$ cat src/rtl/float_multiplier_pipe.sv
`default_nettype none
// ============================================================================
// float_multiplier_pipe -- LAT-stage FP mantissa/exponent multiply with
// NaN/inf/zero handling and a global-stall valid/ready pipeline.
// Revision: 1.0
// ============================================================================
module float_multiplier_pipe #(
  parameter int EW    = 8,
  parameter int MW    = 23,
  parameter int LAT   = 2,
  parameter int TAG_W = 4
) (
  input  logic             clk,
  input  logic             reset_n,
  input  logic             valid_in,
  output logic             ready_out,
  output logic             valid_out,
  input  logic             ready_in,
  input  logic [4:0]       op,
  input  logic [2:0]       rm,
  input  logic [TAG_W-1:0] tag_in,
  output logic [TAG_W-1:0] tag_out,
  input  logic [MW:0]      man_a,
  input  logic [EW+1:0]    exp_a,
  input  logic             sgn_a,
  input  logic             zero_a,
  input  logic             inf_a,
  input  logic             sNaN_a,
  input  logic             qNaN_a,
  input  logic [MW:0]      man_b,
  input  logic [EW+1:0]    exp_b,
  input  logic             sgn_b,
  input  logic             zero_b,
  input  logic             inf_b,
  input  logic             sNaN_b,
  input  logic             qNaN_b,
  output logic [MW:0]      man_y,
  output logic [EW+1:0]    exp_y,
  output logic             sgn_y,
  output logic             round_bit,
  output logic             sticky_bit,
  output logic             skip_round,
  output logic             IV,
  output logic [2:0]       rm_out
);

  localparam logic [4:0]    FPU_OP_MUL  = 5'd2;
  localparam int            PW          = 2 * (MW + 1);
  localparam int            NR          = (LAT > 1) ? LAT - 1 : 1;
  localparam logic [MW:0]   MAN_QNAN    = {2'b11, {(MW - 1){1'b0}}};
  localparam logic [MW:0]   MAN_INF     = {1'b1, {MW{1'b0}}};
  localparam logic [EW+1:0] EXP_SPECIAL = {2'b00, {EW{1'b1}}};
  localparam logic [EW+1:0] EXP_ONE     = {{(EW + 1){1'b0}}, 1'b1};

  typedef struct packed {
    logic [PW-1:0]    p;
    logic [EW+1:0]    exp_sum;
    logic             sgn;
    logic             nan;
    logic             inf;
    logic             zero;
    logic             iv;
    logic [2:0]       rm;
    logic [TAG_W-1:0] tag;
  } raw_t;

  typedef struct packed {
    logic [MW:0]      man;
    logic [EW+1:0]    exp;
    logic             sgn;
    logic             rnd;
    logic             stk;
    logic             skip;
    logic             iv;
    logic [2:0]       rm;
    logic [TAG_W-1:0] tag;
  } res_t;

  // Special cases win in priority order NaN > inf > zero; round/sticky stay 0 for all of them.
  function automatic res_t normalize(input raw_t r);
    res_t o;
    o      = '0;
    o.sgn  = r.sgn;
    o.rm   = r.rm;
    o.tag  = r.tag;
    o.skip = r.nan | r.inf | r.zero;
    if (r.nan) begin
      o.man = MAN_QNAN;
      o.exp = EXP_SPECIAL;
      o.sgn = 1'b0;
      o.iv  = r.iv;
    end else if (r.inf) begin
      o.man = MAN_INF;
      o.exp = EXP_SPECIAL;
    end else if (!r.zero) begin
      if (r.p[PW-1]) begin
        o.man = r.p[PW-1:MW+1];
        o.exp = r.exp_sum + EXP_ONE;
        o.rnd = r.p[MW];
        o.stk = |r.p[MW-1:0];
      end else begin
        o.man = r.p[PW-2:MW];
        o.exp = r.exp_sum;
        o.rnd = r.p[MW-1];
        o.stk = |r.p[MW-2:0];
      end
    end
    return o;
  endfunction

  logic stall;
  logic accept;
  raw_t raw_d;
  res_t res_in_d;
  logic res_in_v_d;
  res_t res_q [NR];
  logic [NR-1:0] res_v_q;

  assign stall     = valid_out && !ready_in;
  assign ready_out = !stall;
  assign accept    = valid_in && ready_out && (op == FPU_OP_MUL);

  always_comb begin
    raw_d         = '0;
    raw_d.p       = {{(MW + 1){1'b0}}, man_a} * {{(MW + 1){1'b0}}, man_b};
    raw_d.exp_sum = exp_a + exp_b;
    raw_d.sgn     = sgn_a ^ sgn_b;
    raw_d.nan     = sNaN_a | qNaN_a | sNaN_b | qNaN_b | (zero_a & inf_b) | (inf_a & zero_b);
    raw_d.inf     = inf_a | inf_b;
    raw_d.zero    = zero_a | zero_b;
    raw_d.iv      = ~(qNaN_a | qNaN_b);
    raw_d.rm      = rm;
    raw_d.tag     = tag_in;
  end

  // With LAT >= 2 the raw product is registered first and normalized on the way into the result stages.
  generate
    if (LAT == 1) begin : g_lat1
      assign res_in_d   = normalize(raw_d);
      assign res_in_v_d = accept;
    end else begin : g_latn
      raw_t raw_q;
      logic raw_v_q;

      always_ff @(posedge clk or negedge reset_n) begin
        if (!reset_n) begin
          raw_q   <= '0;
          raw_v_q <= 1'b0;
        end else if (!stall) begin
          raw_q   <= raw_d;
          raw_v_q <= accept;
        end
      end

      assign res_in_d   = normalize(raw_q);
      assign res_in_v_d = raw_v_q;
    end
  endgenerate

  always_ff @(posedge clk or negedge reset_n) begin
    if (!reset_n) begin
      for (int i = 0; i < NR; i++) begin
        res_q[i] <= '0;
      end
      res_v_q <= '0;
    end else if (!stall) begin
      res_q[0]   <= res_in_d;
      res_v_q[0] <= res_in_v_d;
      for (int i = 1; i < NR; i++) begin
        res_q[i]   <= res_q[i-1];
        res_v_q[i] <= res_v_q[i-1];
      end
    end
  end

  assign valid_out  = res_v_q[NR-1];
  assign man_y      = res_q[NR-1].man;
  assign exp_y      = res_q[NR-1].exp;
  assign sgn_y      = res_q[NR-1].sgn;
  assign round_bit  = res_q[NR-1].rnd;
  assign sticky_bit = res_q[NR-1].stk;
  assign skip_round = res_q[NR-1].skip;
  assign IV         = res_q[NR-1].iv;
  assign rm_out     = res_q[NR-1].rm;
  assign tag_out    = res_q[NR-1].tag;

endmodule
`default_nettype wire

$ cat config.mk
export PLATFORM = sky130hd
export DESIGN_NAME = float_multiplier_pipe
export DESIGN_NICKNAME = d
export VERILOG_FILES = /design/src/rtl/float_multiplier_pipe.sv
export SDC_FILE = /design/constraint.sdc
export NUM_CORES = 2
export LEC_CHECK = 0
export ABC_AREA = 1
export CAP_MARGIN = 20
export CORE_MARGIN = 2
export CORE_UTILIZATION = 63
export DETAILED_ROUTE_END_ITERATION = 8
export GPL_ROUTABILITY_DRIVEN = 0
export HOLD_SLACK_MARGIN = 0.12
export MAX_ROUTING_LAYER = met4
export PLACE_DENSITY = 0.83
export SLEW_MARGIN = 5
export SYNTH_ARGS = -nofsm -noshare
export SYNTH_HDL_FRONTEND = slang
export SYNTH_SLANG_ARGS = --single-unit
export TNS_END_PERCENT = 1
$ cat constraint.sdc
create_clock -name clk -period 1.47 [get_ports clk]
set_input_delay 0.147 -clock clk [delete_from_list [all_inputs] [get_ports clk]]
set_output_delay 0.147 -clock clk [all_outputs]
set_load 0.01 [all_outputs]
==> results_dict.tcl, run 1 <==
set metrics [dict create \
    numPortBuffers 141 \
    die_h_um 206.0 \
    async_flop_share 1.000 \
    outcome "aborted with a tool error" \
    cts_sinks 118 \
    tool.error "[ERROR GRT-0232] Routing congestion too high. Check the congestion heatmap in the GUI." \
    synthCells 3443 \
    cts_max_level 4 \
    ys.warnings.count 0 \
    synth-edff-count 0 \
    synth.yosys.seq_area_share 0.1149 \
    endpoint_type "sequential cell input" \
    ys_seq_elements 118 \
    synth_fp_nets 4204 \
    dieWidth_um 206.0 \
    grt_overflow_total 1 \
    ios 142 \
    grt_max_degree 39 \
    ys_types 38 \
    worst_endpoint "g_latn.raw_q[68]$_DFFE_PN0N_/D" \
    grt.total_usage 0.6550 \
    start_util 0.6423 \
    ctsLongestPathBuffers 2 \
    cts-root-buf "clkbuf_16" \
    synth_flop_cell "dfrtp_1" \
    cts_buffers 17 \
    haltStage "global routing" \
    hpwl_um 57890 \
    syn_area_um2 25700 \
    row_count 73 \
    post_synth.cell_area_avg_um2 7.463 \
]
==> per-layer routing <==
| layer | GRT usage | GRT overflow |
|---|---|---|
| met1 | 0.6345 | 0 |
| met2 | 0.8239 | 0 |
| met3 | 0.4976 | 0 |
| met4 | 0.5990 | 1 |
| met5 | - | - |
==> repair_timing <==
| action | CTS |
|---|---|
| hold buffers | 1 |
| resized for setup | 394 |
| hold endpoints to repair | 118 |
| pin swaps | 125 |
| buffers inserted | 106 |
| gates cloned | 18 |
| endpoints found under the setup margin | 91 |
==> Yosys cell counts (11+ instances only) <==
cell type  count  area share
a21oi_1       50      0.0097
xnor2_1       11      0.0037
nor3_1        12      0.0023
inv_1       1019        0.15
nand3_1       85       0.017
nand2_1     1070        0.16
nand4_1       13      0.0032
dfrtp_1      118        0.11
nor2_2        13      0.0032
fa_1         483        0.38
clkbuf_1     109       0.016
nor2_1        89       0.013
ha_1         184       0.090
o21ai_0       77       0.015
mux2i_1       23      0.0090
==> per-stage QoR <==
step	setup TNS [ns]	util	setup WS [ns]	instances	area [um^2]
after floorplan	-151.95	-	-3.777	3443	26150
after global placement	-197.10	0.7601	-4.756	4266	30410
after detailed placement	-203.02	0.7601	-4.864	4266	30410
after CTS	-163.95	0.8293	-4.005	4423	33180
==> logic make-up after synthesis <==
| logic type | Yosys count | share of synthesized area |
|---|---|---|
| AND/OR/NAND/NOR | 1323 | 0.2068 |
| buffers and inverters | 1147 | 0.1680 |
| adder cells (fa/ha/maj) | 667 | 0.4659 |
| AO/OA/AOI/OAI | 151 | 0.03068 |
| flip-flops | 118 | 0.1149 |
| multiplexers | 23 | 0.008959 |
| XOR/XNOR | 14 | 0.004772 |
==> run 2, diff against run 1 <==
--- a/config.mk
+++ b/config.mk
@@ -8,12 +8,10 @@
 export ABC_AREA = 1
 export CAP_MARGIN = 20
 export CORE_MARGIN = 2
-export CORE_UTILIZATION = 63
+export CORE_UTILIZATION = 40
 export DETAILED_ROUTE_END_ITERATION = 8
 export GPL_ROUTABILITY_DRIVEN = 0
-export HOLD_SLACK_MARGIN = 0.12
-export MAX_ROUTING_LAYER = met4
-export PLACE_DENSITY = 0.83
+export PLACE_DENSITY_LB_ADDON = 0.15
 export SLEW_MARGIN = 5
 export SYNTH_ARGS = -nofsm -noshare
 export SYNTH_HDL_FRONTEND = slang
==> results_dict.tcl, run 2 <==
set metrics [dict create \
    outcome "complete, but fails checks" \
    violations "setup timing" \
    finClkSkew_ns 0.01059 \
    grt.total_usage 0.2213 \
    worst_setup_path_start_kind "primary input" \
    synth.yosys.seq_area_share 0.1149 \
    syn_area_um2 25700 \
    hold_viol_final 0 \
    numPortBuffers 141 \
    worst_slew_pin_slew_ns 0.3504 \
    m1WireLength_um 32240 \
    path_buf_inv 10 \
    cts_buffers 17 \
    layout_commonest_cell "nand2_1" \
    cp_common_cell "fa_1" \
    ys.warnings.count 0 \
    timing.critical_path.required_ns 1.78 \
    synth_common_cells "1070 x nand2_1, 1019 x inv_1, 483 x fa_1" \
    max-cap-violations 0 \
    period_minus_slack_ns 5.462 \
    fin_nets 4613 \
    hpwl_um 59040 \
    start_util 0.4059 \
    cts_tree "built" \
    drt-wirelength-per-cell_um 15.46 \
    grt_pass1_vias 22720 \
    post_synth.cell_area_avg_um2 7.463 \
    post-route-period-util 3.716 \
    synthCells 3443 \
    yosys-top-cells-area "fa_1 38%, nand2_1 16%, inv_1 15%, dfrtp_1 11%, ha_1 9.0%" \
    cp.arrival_ns 5.77 \
    regMostFlops "g_latn.raw_q" \
    end_kind "flop" \
    route.met3.wl_um 2997 \
    placed_cell_area_um2 31030 \
    dr.pass1.iters 5 \
    cts_max_level 4 \
    largest_register_ff_count 70 \
    drt_first_iter_violations 1284 \
    yosysTopAreaCellShare 0.3763 \
    slew_headroom 0.7603 \
    ff2ff_path_depth 7 \
    path_class "primary input to flop" \
    die_h_um 257.5 \
    grt_overflow_total 0 \
    drv_slew 0 \
    drive_gt1_frac 0.1899 \
    diodes 0 \
    yosys.area.top_type "fa_1" \
    fmax_mhz 183.1 \
    dieWidth_um 257.5 \
    route.met2.wl_um 36420 \
    clkLatencyLatePin_ns 0.42 \
    hold_path_class "primary input to asynchronous set/reset pin" \
    dieArea_um2 66280 \
    cp_slowest_stage_delay_ns 0.55 \
    via_count 21920 \
    rsz0062_at_grt "yes" \
    area_growth_syn_to_layout_pct 31.13 \
    ctsLongestPathBuffers 2 \
    cts-root-buf "clkbuf_16" \
    ys_types 38 \
    final_core_util 0.5322 \
    cts_sinks 118 \
    setup_ws_ns -3.992 \
    dpl.cell_count 4609 \
    wirelength_um 72850 \
    synth_fp_nets 4204 \
    routed.top_layer "met4" \
    cp.depth 29 \
    worstPathMaxFanout 9 \
    row_count 92 \
    final_area_um2 33690 \
    crit_family "adder cells" \
    ys_seq_elements 118 \
    ios 142 \
    layout_common_cells "988 x nand2_1, 987 x inv_1, 454 x fa_1" \
    synth-edff-count 0 \
    grt_max_degree 37 \
    finalSetupTns_ns -161.24 \
    synth_most_common_cell "nand2_1" \
    setup_viol_count_final 50 \
    remaining_drc_errors 0 \
    core_um2 63310 \
    drt-vias-per-instance 4.653 \
    stdcell_count 4711 \
    clk_pin_slew_ns 0.06 \
    antenna_found_initial 0 \
    slowest_stage "fa_1" \
    async_flop_share 1.000 \
    grt_pass1_wl_um 117900 \
    synth_flop_cell "dfrtp_1" \
    detail-route-antenna-nets 0 \
]
==> run 2: cell counts after synthesis <==
Identical to the previous run, type by type.
==> run 2: cell type report <==
class	instances	area (um^2)
Sequential cell	118	2953
Clock inverter	15	190.2
Clock buffer	17	425.4
Timing Repair Buffer	513	5413
Tap cell	846	1059
Fill cell	6132	29620
Multi-Input combinational cell	2178	19800
Inverter	1024	3851
==> run 2: worst paths after layout <==
kind / slack (ns) / endpoint / startpoint
worst max-delay path: -3.99 / g_latn.raw_q[67] / man_a[21]
max in group asynchronous: 0.76 / g_latn.raw_q[49] / reset_n
worst max register to register: 0.02 / exp_y[7] / g_latn.raw_q[13]
min in group clk: 0.27 / g_latn.raw_q[3] / tag_in[3]
worst min-delay path: 0.18 / g_latn.raw_q[2] / reset_n
worst min register to register: 0.45 / valid_out / g_latn.raw_v_q
==> run 2: metal layers <==
metal	up-vias	track usage
li1	10610	-
met1	10810	0.2994
met2	431	0.3925
met3	74	0.01517
met4	0	0.04110
met5	-	0
==> run 2: kinds of logic (layout without fill, tap and decap cells) <==
group	after synthesis	count (layout)	share of synthesized area
AOI/OAI and AO/OA	151	151	0.03068
xor gates and xnor gates	14	14	0.004772
adders and majority gates	667	667	0.4659
buffers and inverters	1147	1569	0.1680
DFF	118	118	0.1149
muxes	23	23	0.008959
and+or+nand+nor	1323	1323	0.2068
==> run 2: what timing repair did <==
item / CTS / global route
resized for setup: 180 / 311
pin swaps: 28 / 145
setup endpoints to repair: 100 / 60
buffers inserted: 7 / 44
hold buffers: 1 / 0
cloned: 2 / 16
hold endpoints to repair: 106 / 0
==> run 2: through the flow <==
stage | hold WS [ns] | setup slack, ns
final | 0.1836 | -3.992
after global routing | 0.2149 | -4.238
after CTS | 0.1778 | -4.197
after detailed placement | 0.08841 | -4.828
after global placement | 0.08729 | -4.814
after floorplan | -0.1486 | -3.777
Power of run 2 is not shown: default switching activity piles up to over one toggle a cycle in this logic, so the estimate is an artifact.
